==> config.mk <==
export PLATFORM = sky130hd
export DESIGN_NAME = mem_wb_skid
export DESIGN_NICKNAME = d
export VERILOG_FILES = /design/src/rtl/mem_wb_skid.sv
export SDC_FILE = /design/constraint.sdc
export NUM_CORES = 1
export LEC_CHECK = 0
export ABC_AREA = 1
export ABC_CLOCK_PERIOD_IN_PS = 22200
export CORE_ASPECT_RATIO = 0.75
export CORE_MARGIN = 1.5
export CORE_UTILIZATION = 40
export CTS_CLUSTER_DIAMETER = 80
export CTS_CLUSTER_SIZE = 30
export DETAILED_ROUTE_END_ITERATION = 7
export GPL_TIMING_DRIVEN = 0
export SYNTH_ARGS = -nofsm -noshare
export SYNTH_HDL_FRONTEND = slang
export SYNTH_SLANG_ARGS = --single-unit
==> constraint.sdc <==
create_clock -name clk -period 22.2 [get_ports clk]
set_clock_uncertainty 0.1 [all_clocks]
set_input_delay 3.33 -clock clk [delete_from_list [all_inputs] [get_ports clk]]
set_output_delay 3.33 -clock clk [all_outputs]
set_load 0.02 [all_outputs]
==> src/rtl/mem_wb_skid.sv <==
`default_nettype none
// ============================================================================
// Module   : mem_wb_skid
// Purpose  : MEM/WB stage register with a valid/ready elastic handshake.
//            Carries the write-back bundle (GPR result, HI/LO, LLbit) from
//            the memory stage to write-back through a 2-entry skid buffer
//            so in_ready is a registered signal. Supports a synchronous
//            flush, valid-qualified side-effect enables and a saturating
//            bubble counter.
// Ports    : clk, rst (async, active high), flush (sync)
//            in_*   : MEM-side beat (valid/ready + payload)
//            out_*  : WB-side beat (valid/ready + payload, gated enables)
//            occupancy  : entries held (0..2)
//            bubble_cnt : cycles with out_ready=1 and out_valid=0
// Revision : 1.0 - initial release
// ============================================================================
module mem_wb_skid #(
    parameter int DATA_W  = 32,
    parameter int RADDR_W = 5,
    parameter int CNT_W   = 16
) (
    input  logic               clk,
    input  logic               rst,
    input  logic               flush,
    input  logic               in_valid,
    output logic               in_ready,
    input  logic [DATA_W-1:0]  in_result,
    input  logic               in_wb_en,
    input  logic [RADDR_W-1:0] in_dest,
    input  logic [DATA_W-1:0]  in_hi,
    input  logic [DATA_W-1:0]  in_lo,
    input  logic               in_hilo_en,
    input  logic               in_llbit_en,
    input  logic               in_llbit_data,
    output logic               out_valid,
    input  logic               out_ready,
    output logic [DATA_W-1:0]  out_result,
    output logic               out_wb_en,
    output logic [RADDR_W-1:0] out_dest,
    output logic [DATA_W-1:0]  out_hi,
    output logic [DATA_W-1:0]  out_lo,
    output logic               out_hilo_en,
    output logic               out_llbit_en,
    output logic               out_llbit_data,
    output logic [1:0]         occupancy,
    output logic [CNT_W-1:0]   bubble_cnt
);

    localparam int c_PAY_W = 3*DATA_W + RADDR_W + 4;

    // Storage: head drives the outputs, skid absorbs one beat of backpressure.
    logic               r_head_valid;
    logic [c_PAY_W-1:0] r_head_pay;
    logic               r_skid_valid;
    logic [c_PAY_W-1:0] r_skid_pay;
    logic [CNT_W-1:0]   r_bubble_cnt;

    logic [c_PAY_W-1:0] w_in_pay;
    logic               w_accept;
    logic               w_pop;

    // Head-payload fields
    logic [DATA_W-1:0]  w_h_result;
    logic               w_h_wb_en;
    logic [RADDR_W-1:0] w_h_dest;
    logic [DATA_W-1:0]  w_h_hi;
    logic [DATA_W-1:0]  w_h_lo;
    logic               w_h_hilo_en;
    logic               w_h_llbit_en;
    logic               w_h_llbit_data;

    assign w_in_pay = {in_result, in_wb_en, in_dest, in_hi, in_lo,
                       in_hilo_en, in_llbit_en, in_llbit_data};

    assign {w_h_result, w_h_wb_en, w_h_dest, w_h_hi, w_h_lo,
            w_h_hilo_en, w_h_llbit_en, w_h_llbit_data} = r_head_pay;

    // Ready depends only on skid state, never on out_ready, so the
    // upstream timing path is cut at this register.
    assign in_ready = !r_skid_valid;
    assign w_accept = in_valid && in_ready && !flush;
    assign w_pop    = r_head_valid && out_ready;

    always_ff @(posedge clk or posedge rst) begin
        if (rst) begin
            r_head_valid <= 1'b0;
            r_head_pay   <= '0;
            r_skid_valid <= 1'b0;
            r_skid_pay   <= '0;
            r_bubble_cnt <= '0;
        end else begin
            // Bubble counter keeps running through flushes; only rst clears it.
            if (out_ready && !r_head_valid && !(&r_bubble_cnt)) begin
                r_bubble_cnt <= r_bubble_cnt + 1'b1;
            end

            if (flush) begin
                // Payload registers are left alone; only validity is dropped.
                r_head_valid <= 1'b0;
                r_skid_valid <= 1'b0;
            end else if (!r_head_valid || w_pop) begin
                if (r_skid_valid) begin
                    // Skid beat is older than anything at the input, and
                    // in_ready is low while it is full, so no accept here.
                    r_head_pay   <= r_skid_pay;
                    r_head_valid <= 1'b1;
                    r_skid_valid <= 1'b0;
                end else if (w_accept) begin
                    r_head_pay   <= w_in_pay;
                    r_head_valid <= 1'b1;
                end else begin
                    r_head_valid <= 1'b0;
                end
            end else if (w_accept) begin
                r_skid_pay   <= w_in_pay;
                r_skid_valid <= 1'b1;
            end
        end
    end

    assign out_valid      = r_head_valid;
    assign out_result     = w_h_result;
    assign out_dest       = w_h_dest;
    assign out_hi         = w_h_hi;
    assign out_lo         = w_h_lo;
    assign out_llbit_data = w_h_llbit_data;

    // Side-effect enables are qualified so WB never commits a stale payload.
    assign out_wb_en      = w_h_wb_en    && r_head_valid;
    assign out_hilo_en    = w_h_hilo_en  && r_head_valid;
    assign out_llbit_en   = w_h_llbit_en && r_head_valid;

    assign occupancy  = {1'b0, r_head_valid} + {1'b0, r_skid_valid};
    assign bubble_cnt = r_bubble_cnt;

endmodule
`default_nettype wire

## Word-level counts from Yosys, hierarchy flattened

Cells that the tools add are included.

| storage, ports and cells | value |
|---|---|
| register bits | 228 |
| bits in latches | 0 |
| bits in writable memories | 0 |
| memory bits (read-only) | 0 |
| output and inout bits | 125 |
| memories | 0 |

| cells by class | value |
|---|---|
| $add $sub $neg | 2 |
| $mul | 0 |
| divide/modulo/power cells | 0 |
| $lt $le $gt $ge | 0 |
| eq/ne operators | 0 |
| shift-type cells | 0 |
| muxes and demuxes | 9 |
| bitwise gates (word level) | 2 |
| reduce and logical (&&, ||, !) cells | 19 |

Operators with widths:

| cell | count |
|---|---|
| $mux 105 | 2 |
| $add 16x1->16 const B | 1 |
| $reduce_and 16->1 | 1 |
| $logic_and 1x1->1 | 8 |
| $mux 1 | 7 |
| $reduce_and 3->1 | 2 |
| $logic_not 1->1 | 4 |
| $reduce_bool 2->1 | 2 |
| $reduce_bool 3->1 | 1 |
| $add 1x1->2 | 1 |
| $not 1->1 | 2 |
| $logic_or 1x1->1 | 1 |

## Depth between registers and ports, before layout

Gate-level depths: netlist of run 1.

| logic depth | value |
|---|---|
| word-level depth | 7 |
| depth in mapped cells | 10 |

## Worst setup path before layout of run 1

OpenSTA, ideal clock, no wires.

| path | value |
|---|---|
| path type | reg2out |
| start point | reg r_skid_valid |
| end point | out in_ready |
| arrival | 1.010 ns |
| data required time | 18.770 ns |
| setup slack | 17.760 ns |
| stages on the path, launching flop included | 4 |
| path through | dfrtp_1 > inv_1 > buf_2 > clkbuf_1 |

| on the way | value |
|---|---|
| longest elaborated chain between the ends | 1 |

Ends and longest elaborated chain:

| element | line | text |
|---|---|---|
| start, declared | 54 | `logic r_skid_valid;` |
| start signal, assigned | 88 | `r_skid_valid <= 1'b0;` |
| start signal, assigned | 100 | `r_skid_valid <= 1'b0;` |
| start signal, assigned | 107 | `r_skid_valid <= 1'b0;` |
| $logic_not 1->1 | 80 | `assign in_ready = !r_skid_valid;` |
| end, declared | 26 | `output logic in_ready,` |

Every way passes these cells.

## Final worst setup path of run 1

Same ends and word-level chain as after synthesis.

==> reports/results.txt, run 1 <==
Core Region -> 28,300 um^2
r2r setup slk -> 20.27 ns
Critical Path Start Type -> flop
Final Cycle Share -> 26.6%
initial antenna violation count -> 5
Slew Viols, Final -> 0
post-route minimum period -> 5.90 ns
total wire length -> 30.1 mm
via count -> 8,893
Fin. Hold Viols -> 0
sw power -> 0.371 mW
Post-CTS Setup Inserts -> 0
Final nets -> 1,654
Top-Level Pins -> 235
CTS Hold Bufs -> 0
CTS root buf -> clkbuf_16
width of the die -> 200 um
clk sink count -> 228
critical path peak fanout -> 10
Initial Util -> 41.2%
R2R cell count -> 5
mapped cell area -> 11,700 um^2
row count -> 53
Die H -> 151 um
RSZ-0062 raised after global routing -> no
Worst setup EP type -> output pin
Avg Synthesized Cell Area -> 9.03 um^2
Setup TNS Final -> 0 ns
largest net degree at the start of global routing -> 120
CTS buffer count -> 13
Syn-to-layout area delta -> 28.5%
1st-iter DRT viols -> 420
1st-pass router iterations -> 4
worst path arrival time -> 2.47 ns
Worst-Skew Late Latency -> 0.49 ns
first-pass GRT wire length -> 47.9 mm
commonest non-fill, non-tap cell in the layout -> nand2_1
final hold slack -> 0.383 ns
H-tree depth -> 1
number of global-route vias before repair -> 8,554
Syn Inst Count -> 1,291
PD cells -> 77.6 nW/um^2
Die Area -> 30,200 um^2
Comb power frac -> 29.7%
worst slew pin tran -> 0.632 ns
Post-CTS Resized -> 0
Reg power frac -> 46.5%
DP Wirelength -> 21.6 mm
Via density -> 4.59
Clk pin slew, worst setup/hold paths -> 0.10 ns
cell count of the worst hold path -> 2
Antenna Nets Post-Route -> 0
Worst Path Required -> 18.77 ns
Setup Crit Path Kind -> flop to output pin
DRC errors left -> 0
Slew headroom -> 57.9%
Yosys warning total -> 0
synth unique cells -> 25
Max-Cap Viols -> 0
syn nets -> 1,403
status -> finished clean
Clock Power Share -> 23.8%
count of non-filler cells in the finished layout -> 1,936
Max clock buf depth -> 3
Total Routing Usage GR -> 20.0%
TritonCTS clock tree -> yes
Lkg Pwr -> 7.40 nW
global route overflow -> 0
Pint -> 0.793 mW
register area share after synthesis -> 48.9%
placed cells -> 1,912
most frequent cells in the layout -> 386 x nand2_1, 234 x clkdlybuf4s50_1, 228 x dfrtp_1
RePlAce Congestion -> 0.818
layout cell share with drive strength beyond 1 -> 24.7%
Finish-stage setup viols -> 0
wire per inst -> 15.6 um
FF+latch count, synth -> 228
Hold Crit Class -> flop to flop
fmax -> 0.169 GHz
Switching Share -> 31.9%
I/O Buffers -> 234
VDD IR-drop max -> 0.0000421 V
-- final cells by class --
type,instances,area (um^2)
Multi-Input combinational cell,759,4080
Timing Repair Buffer,236,2400
Fill cell,2717,13300
Clock inverter,6,86.3
Clock buffer,15,343
Buffer,171,1370
Inverter,133,507
Sequential cell,228,5710
Antenna cell,3,7.51
Tap cell,385,482
-- sequential cells by signal, summed over array words and instances (netlist names) --
register / count
r_head_pay: 105
r_skid_pay: 105
bubble_cnt: 16
out_valid: 1
r_skid_valid: 1
-- kinds of logic after synthesis --
kind of cell / Yosys count / share of synthesized area, %
and+or+nand+nor: 430 / 14.5
AOI/OAI and AO/OA: 323 / 20.0
buffers and inverters: 304 / 16.1
DFF: 228 / 48.9
xor gates and xnor gates: 4 / 0.300
adders and majority gates: 2 / 0.215
-- through the flow --
stage          area (um^2)  util [%]  setup WS [ns]  total power, mW
2_1_floorplan        11700         -          12.52            0.766
3_3_place_gp         14500      51.2           9.03            0.892
3_5_place_dp         14500      51.4          16.78            0.899
4_1_cts              15000      52.9          16.25             1.18
5_1_grt              15000      52.9          16.18             1.23
6_report             15000      52.9          16.30             1.16
-- cells in the mapped netlist (all sizes together) --
cell type	n	area (um^2)
nor2	23	98.8
nand3	10	55.1
nor3	1	16.3
dfrtp	228	5710
nand3b	1	7.51
nand4	5	31.3
xor2	1	8.76
clkbuf	13	48.8
buf	158	1330
nand2	389	1480
or2	1	6.26
xnor2	3	26.3
inv	133	499
ha	2	25.0
o21ai	323	2330
-- path summary, 6_finish.rpt --
kind	startpoint	end
min reg2reg	r_skid_pay[96]	r_skid_pay[96]
max in group asynchronous	rst	r_head_pay[6]
max	r_skid_valid	in_ready
min in group asynchronous	rst	r_head_pay[35]
max reg2reg	r_skid_valid	r_head_pay[34]
min	r_skid_pay[96]	r_skid_pay[96]
-- critical path: stages (launching register included) --
cell             delay (ns)
dfrtp_1                0.43
inv_1                  0.15
buf_2                  0.31
clkbuf_1               0.42
clkdlybuf4s50_1        0.70
-- routing by layer --
layer	track usage (%)	vias up	wire length (um)
met5	0	-	31
met4	3.11	4	365
met3	3.49	32	1380
met2	30.9	181	13200
met1	29.7	4192	15200
li1	-	4484	-
-- power groups by stage --
| stage | clock, mW | sequential (mW) | combinational, mW |
|---|---|---|---|
| 2_1_floorplan | 0 | 0.541 | 0.225 |
| 3_3_place_gp | 0 | 0.547 | 0.345 |
| 3_5_place_dp | 0 | 0.549 | 0.350 |
| 4_1_cts | 0.285 | 0.541 | 0.351 |
| 5_1_grt | 0.298 | 0.552 | 0.378 |
| 6_report | 0.277 | 0.541 | 0.345 |
(Power assumes the default switching activity.)
==> run 2: changes to the inputs <==
- ABC_CLOCK_PERIOD_IN_PS: 22200 -> 4870
- PLACE_DENSITY: default -> 0.67
- clock period: 22.2 -> 4.87 ns (I/O delays scaled with it)
==> run 2 against run 1 <==
  * Count of clock-buffer cells in the layout is 2 lower
  * Via count rose by 1.3%
  * Worst setup slack lost 15 ns
==> reports/results.txt, run 2 (synthesized netlist as in run 1, its figures left out) <==
Comb power frac -> 30.1% (+0.4 points)
clk sink count -> 228 (unchanged)
Clock Power Share -> 23.2% (-0.6 points)
Reg power frac -> 46.7% (+0.2 points)
Switching Share -> 31.2% (-0.69 points)
RSZ-0062 raised after global routing -> no
layout cell share with drive strength beyond 1 -> 25.0% (+0.26 points)
final instance area -> 15,000 um^2 (+0.37%)
1st-pass router iterations -> 5 (+1)
Slew headroom -> 66.0% (+8.1 points)
multi-input logic area -> 4080 um^2 (unchanged)
VDD IR-drop max -> 0.000223 V (+430%)
Post-CTS Resized -> 0 (unchanged)
Die H -> 151 um (unchanged)
Lkg Pwr -> 7.43 nW (+0.36%)
Max-Cap Viols -> 0 (unchanged)
row count -> 53 (unchanged)
status -> finished clean
Worst Path Required -> 4.04 ns (-14.73 ns)
Design Power -> 5.27 mW (+350%)
commonest non-fill, non-tap cell in the layout -> nand2_1
Max clock buf depth -> 3 (unchanged)
1st-iter DRT viols -> 457 (+8.8%)
Core Util, Final -> 53.1% (+0.19 points)
largest net degree at the start of global routing -> 40 (-67%)
CTS Hold Bufs -> 0 (unchanged)
FF+latch area -> 5710 um^2 (unchanged)
DRC errors left -> 0 (unchanged)
worst slew pin tran -> 0.510 ns (-0.122 ns)
via count -> 9,006 (+1.3%)
R2R cell count -> 5 (unchanged)
count of non-filler cells in the finished layout -> 1,937 (+0.052%)
Setup Crit Path Kind -> flop to output pin
Post-DP Area -> 14,600 um^2 (+0.61%)
worst path arrival time -> 2.42 ns (-0.05 ns)
most frequent cells in the layout -> 386 x nand2_1, 234 x clkdlybuf4s50_1, 228 x dfrtp_1
Clk pin slew, worst setup/hold paths -> 0.10 ns (about the same)
width of the die -> 200 um (unchanged)
PD cells -> 351 nW/um^2 (+350%)
Setup crit end -> in_ready
Slew Viols, Final -> 0 (unchanged)
Pint -> 3.63 mW (+360%)
placed cells -> 1,917 (+0.26%)
H-tree depth -> 1 (unchanged)
antenna cells -> 0 (-3)
Total Routing Usage GR -> 19.8% (-0.14 points)
CP Launch Point -> r_skid_valid
Syn-to-layout area delta -> 29.0%
Top-Level Pins -> 235 (unchanged)
fmax -> 0.307 GHz
Final nets -> 1,659 (+0.30%)
Critical Path Start Type -> flop
final hold slack -> 0.381 ns (-0.00131 ns)
CTS buffer count -> 13 (unchanged)
Antenna Nets Post-Route -> 0 (unchanged)
critical path peak fanout -> 10 (unchanged)
number of global-route vias before repair -> 8,689 (+1.6%)
Worst setup EP type -> output pin
Post-CTS Setup Inserts -> 0 (unchanged)
Finish-stage setup viols -> 0 (unchanged)
Initial Util -> 41.2% (unchanged)
Hold Crit Class -> flop to flop
Via density -> 4.65 (+1.2%)
CTS root buf -> clkbuf_16
Fillers -> 2,677 (-1.5%)
RePlAce Congestion -> 0.814 (-0.46%)
r2r setup slk -> 3.00 ns (-17.27 ns)
initial antenna violation count -> 1 (-4)
Core Region -> 28,300 um^2 (unchanged)
worst reg2reg startpoint -> r_skid_valid
FF-to-FF End -> r_head_pay[30]
Worst-Skew Late Latency -> 0.49 ns (about the same)
sw power -> 1.64 mW (+340%)
wire per inst -> 15.4 um (-1.3%)
first-pass GRT wire length -> 48.0 mm (+0.11%)
TritonCTS clock tree -> yes
Final Cycle Share -> 66.8%
global route overflow -> 0 (unchanged)
Fin. Hold Viols -> 0 (unchanged)
I/O Buffers -> 234 (unchanged)
Die Area -> 30,200 um^2 (unchanged)
post-route minimum period -> 3.25 ns
total wire length -> 29.8 mm (-1.2%)
DP Wirelength -> 21.8 mm (+1.0%)
run 2: cell types whose count changed in the layout (fill, tap and decap cells not counted), sizes merged:
cell / delta
diode: -3
clkbuf: -2
clkinvlp: +2
clkinv: +2
inv: -4
bufinv: +1
buf: +5
run 2: how the worst min path moves through the flow:
stage,startpoint,to,cells past startpoint
global placement,r_skid_pay[88],r_skid_pay[88],2
global route,r_skid_pay[4],r_skid_pay[4],2
CTS,r_skid_pay[55],r_skid_pay[55],2
floorplan,r_skid_pay[43],r_skid_pay[43],2
detailed placement,r_skid_pay[103],r_skid_pay[103],2
finish,r_skid_pay[55],r_skid_pay[55],2
run 2: critical path, cell delays in order (launching register included):
cell and delay, ns:
dfrtp_1 0.43, inv_1 0.14, buf_2 0.29, clkbuf_1 0.41, clkdlybuf4s50_1 0.69
run 2: layout make-up:
type	instances	area share, %
Multi-Input combinational cell	759	27.1
Sequential cell	228	37.9
Clock buffer	13	2.16
Inverter	133	3.34
Timing Repair Buffer	241	16.6
Buffer	171	9.13
Clock inverter	7	0.516
Tap cell	385	3.20
run 2: per-layer routing:
layer | track usage (%) | part of all wire [%] | up-vias
li1 | - | - | 4480
met5 | 0 | 0.044 | -
met1 | 29.0 | 49 | 4288
met4 | 3.26 | 1.4 | 2
met3 | 3.06 | 4.5 | 25
met2 | 31.6 | 45 | 211
run 2: per-stage QoR:
stage               setup TNS, ns  setup WS (ns)
CTS                             0           1.58
detailed placement              0           2.10
global placement          -196.19         -0.892
finish                          0           1.62
floorplan                       0           1.06
global route                    0           1.48
run 2: power by group through the flow:
stage / clock network (mW) / registers, mW / logic, mW
global route: 1.32 / 2.51 / 1.73
global placement: 0 / 2.49 / 1.57
detailed placement: 0 / 2.50 / 1.61
finish: 1.22 / 2.46 / 1.59
CTS: 1.26 / 2.46 / 1.61
floorplan: 0 / 2.47 / 1.02
==> run 3: changes to the inputs <==
- ABC_CLOCK_PERIOD_IN_PS: 4870 -> 2840
- clock period: 4.87 -> 2.84 ns (I/O delays scaled with it)
==> run 3 against run 2 <==
  * Combinational power grew 71%
  * Worst setup slack worse by 1.4 ns
  * First-iteration DRC count is 2.0% lower
  * Routed wire length barely moved
==> reports/results.txt, run 3 (synthesized netlist as in run 1, its figures left out) <==
I/O Buffers -> 234 (unchanged)
first-pass GRT wire length -> 48.0 mm (about the same)
Post-CTS Resized -> 0 (unchanged)
Worst Path Required -> 2.31 ns (-1.73 ns)
H-tree depth -> 1 (unchanged)
commonest non-fill, non-tap cell in the layout -> nand2_1
Comb power frac -> 30.1% (about the same)
multi-input logic area -> 4080 um^2 (unchanged)
Core Util, Final -> 53.1% (about the same)
TritonCTS clock tree -> yes
Final nets -> 1,658 (-0.060%)
fmax -> 0.380 GHz
Design Power -> 9.04 mW (+72%)
clk sink count -> 228 (unchanged)
Total Routing Usage GR -> 19.8% (about the same)
CTS root buf -> clkbuf_16
global route overflow -> 0 (unchanged)
Clock Power Share -> 23.2% (about the same)
final hold slack -> 0.187 ns (-0.195 ns)
Hold Crit Class -> primary input to asynchronous set/reset pin
Clk pin slew, worst setup/hold paths -> 0.12 ns (+0.02 ns)
Switching Share -> 31.2% (about the same)
Die Area -> 30,200 um^2 (unchanged)
r2r setup slk -> 0.96 ns (-2.04 ns)
number of global-route vias before repair -> 8,677 (-0.14%)
Fillers -> 2,677 (unchanged)
Finish-stage setup viols -> 0 (unchanged)
wire per inst -> 15.4 um (+0.12%)
Pint -> 6.23 mW (+71%)
PD cells -> 602 nW/um^2 (+72%)
antenna cells -> 0 (unchanged)
Slew Viols, Final -> 0 (unchanged)
Post-CTS Setup Inserts -> 0 (unchanged)
Setup Crit Path Kind -> flop to output pin
Slew headroom -> 65.7% (-0.32 points)
post-route minimum period -> 2.63 ns
Max-Cap Viols -> 0 (unchanged)
worst path arrival time -> 2.11 ns (-0.31 ns)
Max clock buf depth -> 3 (unchanged)
Core Region -> 28,300 um^2 (unchanged)
Initial Util -> 41.2% (unchanged)
Top-Level Pins -> 235 (unchanged)
total wire length -> 29.8 mm (about the same)
Via density -> 4.65 (about the same)
worst slew pin tran -> 0.515 ns (+0.00475 ns)
Lkg Pwr -> 7.43 nW (about the same)
Reg power frac -> 46.7% (about the same)
Fin. Hold Viols -> 0 (unchanged)
pre-CTS WS -> 0.376 ns (-1.73 ns)
critical path peak fanout -> 19 (+9)
RSZ-0062 raised after global routing -> no
Worst setup EP type -> output pin
Syn-to-layout area delta -> 28.9% (about the same)
Worst-Skew Late Latency -> 0.49 ns (about the same)
FF-to-FF End -> r_head_pay[3]
layout cell share with drive strength beyond 1 -> 25.0% (about the same)
RePlAce Congestion -> 0.814 (unchanged)
1st-iter DRT viols -> 448 (-2.0%)
VDD IR-drop max -> 0.000385 V (+73%)
Die H -> 151 um (unchanged)
DP Wirelength -> 21.8 mm (unchanged)
CTS Hold Bufs -> 0 (unchanged)
row count -> 53 (unchanged)
sw power -> 2.82 mW (+72%)
most frequent cells in the layout -> 386 x nand2_1, 234 x clkdlybuf4s50_1, 228 x dfrtp_1
worst reg2reg startpoint -> r_skid_valid
largest net degree at the start of global routing -> 40 (unchanged)
CTS buffer count -> 13 (unchanged)
Critical Path Start Type -> flop
FF+latch area -> 5710 um^2 (unchanged)
status -> finished clean
initial antenna violation count -> 1 (unchanged)
DRC errors left -> 0 (unchanged)
R2R cell count -> 6 (+1)
via count -> 9,003 (-0.033%)
Antenna Nets Post-Route -> 0 (unchanged)
worst setup margin -> 0.209 ns (-1.41 ns)
1st-pass router iterations -> 5 (unchanged)
Final Cycle Share -> 92.7%
width of the die -> 200 um (unchanged)
## run 3: changes by cell type in the layout (fill, tap and decap cells not counted)
cell	change
clkbuf_1	-1
## run 3: power by group through the flow
stage / logic (mW) / registers [mW] / clock network, mW
2_1_floorplan: 1.76 / 4.23 / 0
3_3_place_gp: 2.69 / 4.27 / 0
3_5_place_dp: 2.76 / 4.28 / 0
4_1_cts: 2.77 / 4.22 / 2.17
5_1_grt: 2.97 / 4.31 / 2.26
6_report: 2.72 / 4.22 / 2.10
## run 3: metrics by stage
step	cell area, um^2	setup TNS [ns]	instances
after floorplan	11700	-151.84	1291
after global placement	14500	-589.60	1910
after detailed placement	14600	0	1917
after CTS	15000	0	1936
after global routing	15000	0	1936
final	15000	0	1936
## run 3: worst max path at each step
| stage | start | end | slack (ns) | depth (start not counted) |
|---|---|---|---|---|
| after detailed placement | r_skid_valid | in_ready | 0.38 | 4 |
| after global routing | r_skid_valid | in_ready | 0.09 | 3 |
| final | r_skid_valid | in_ready | 0.21 | 3 |
| after floorplan | rst | bubble_cnt[0] | -0.67 | 1 |
| after global placement | rst | r_skid_pay[12] | -2.62 | 2 |
| after CTS | r_skid_valid | in_ready | 0.17 | 3 |
## run 3: cell type report
class,instances,share of cell area (%)
sequential,228,37.9
multi-input combinational,759,27.2
timing repair buffer,241,16.6
buffer,170,9.11
inverter,133,3.35
tap,385,3.20
clock buffer,13,2.16
clock inverter,7,0.516
## run 3: critical path: stages (launching register included)
cell	delay, ns
dfrtp_1	0.43
inv_1	0.14
buf_2	0.38
clkdlybuf4s50_1	0.68
## run 3: metal layers
metal  vias to the layer above  routed length [um]  GRT usage [%]
met2                       202               13600           31.6
li1                       4474                   -              -
met1                      4300               14400           28.9
met4                         2                 427           3.26
met5                         -                  13              0
met3                        25                1320           3.06
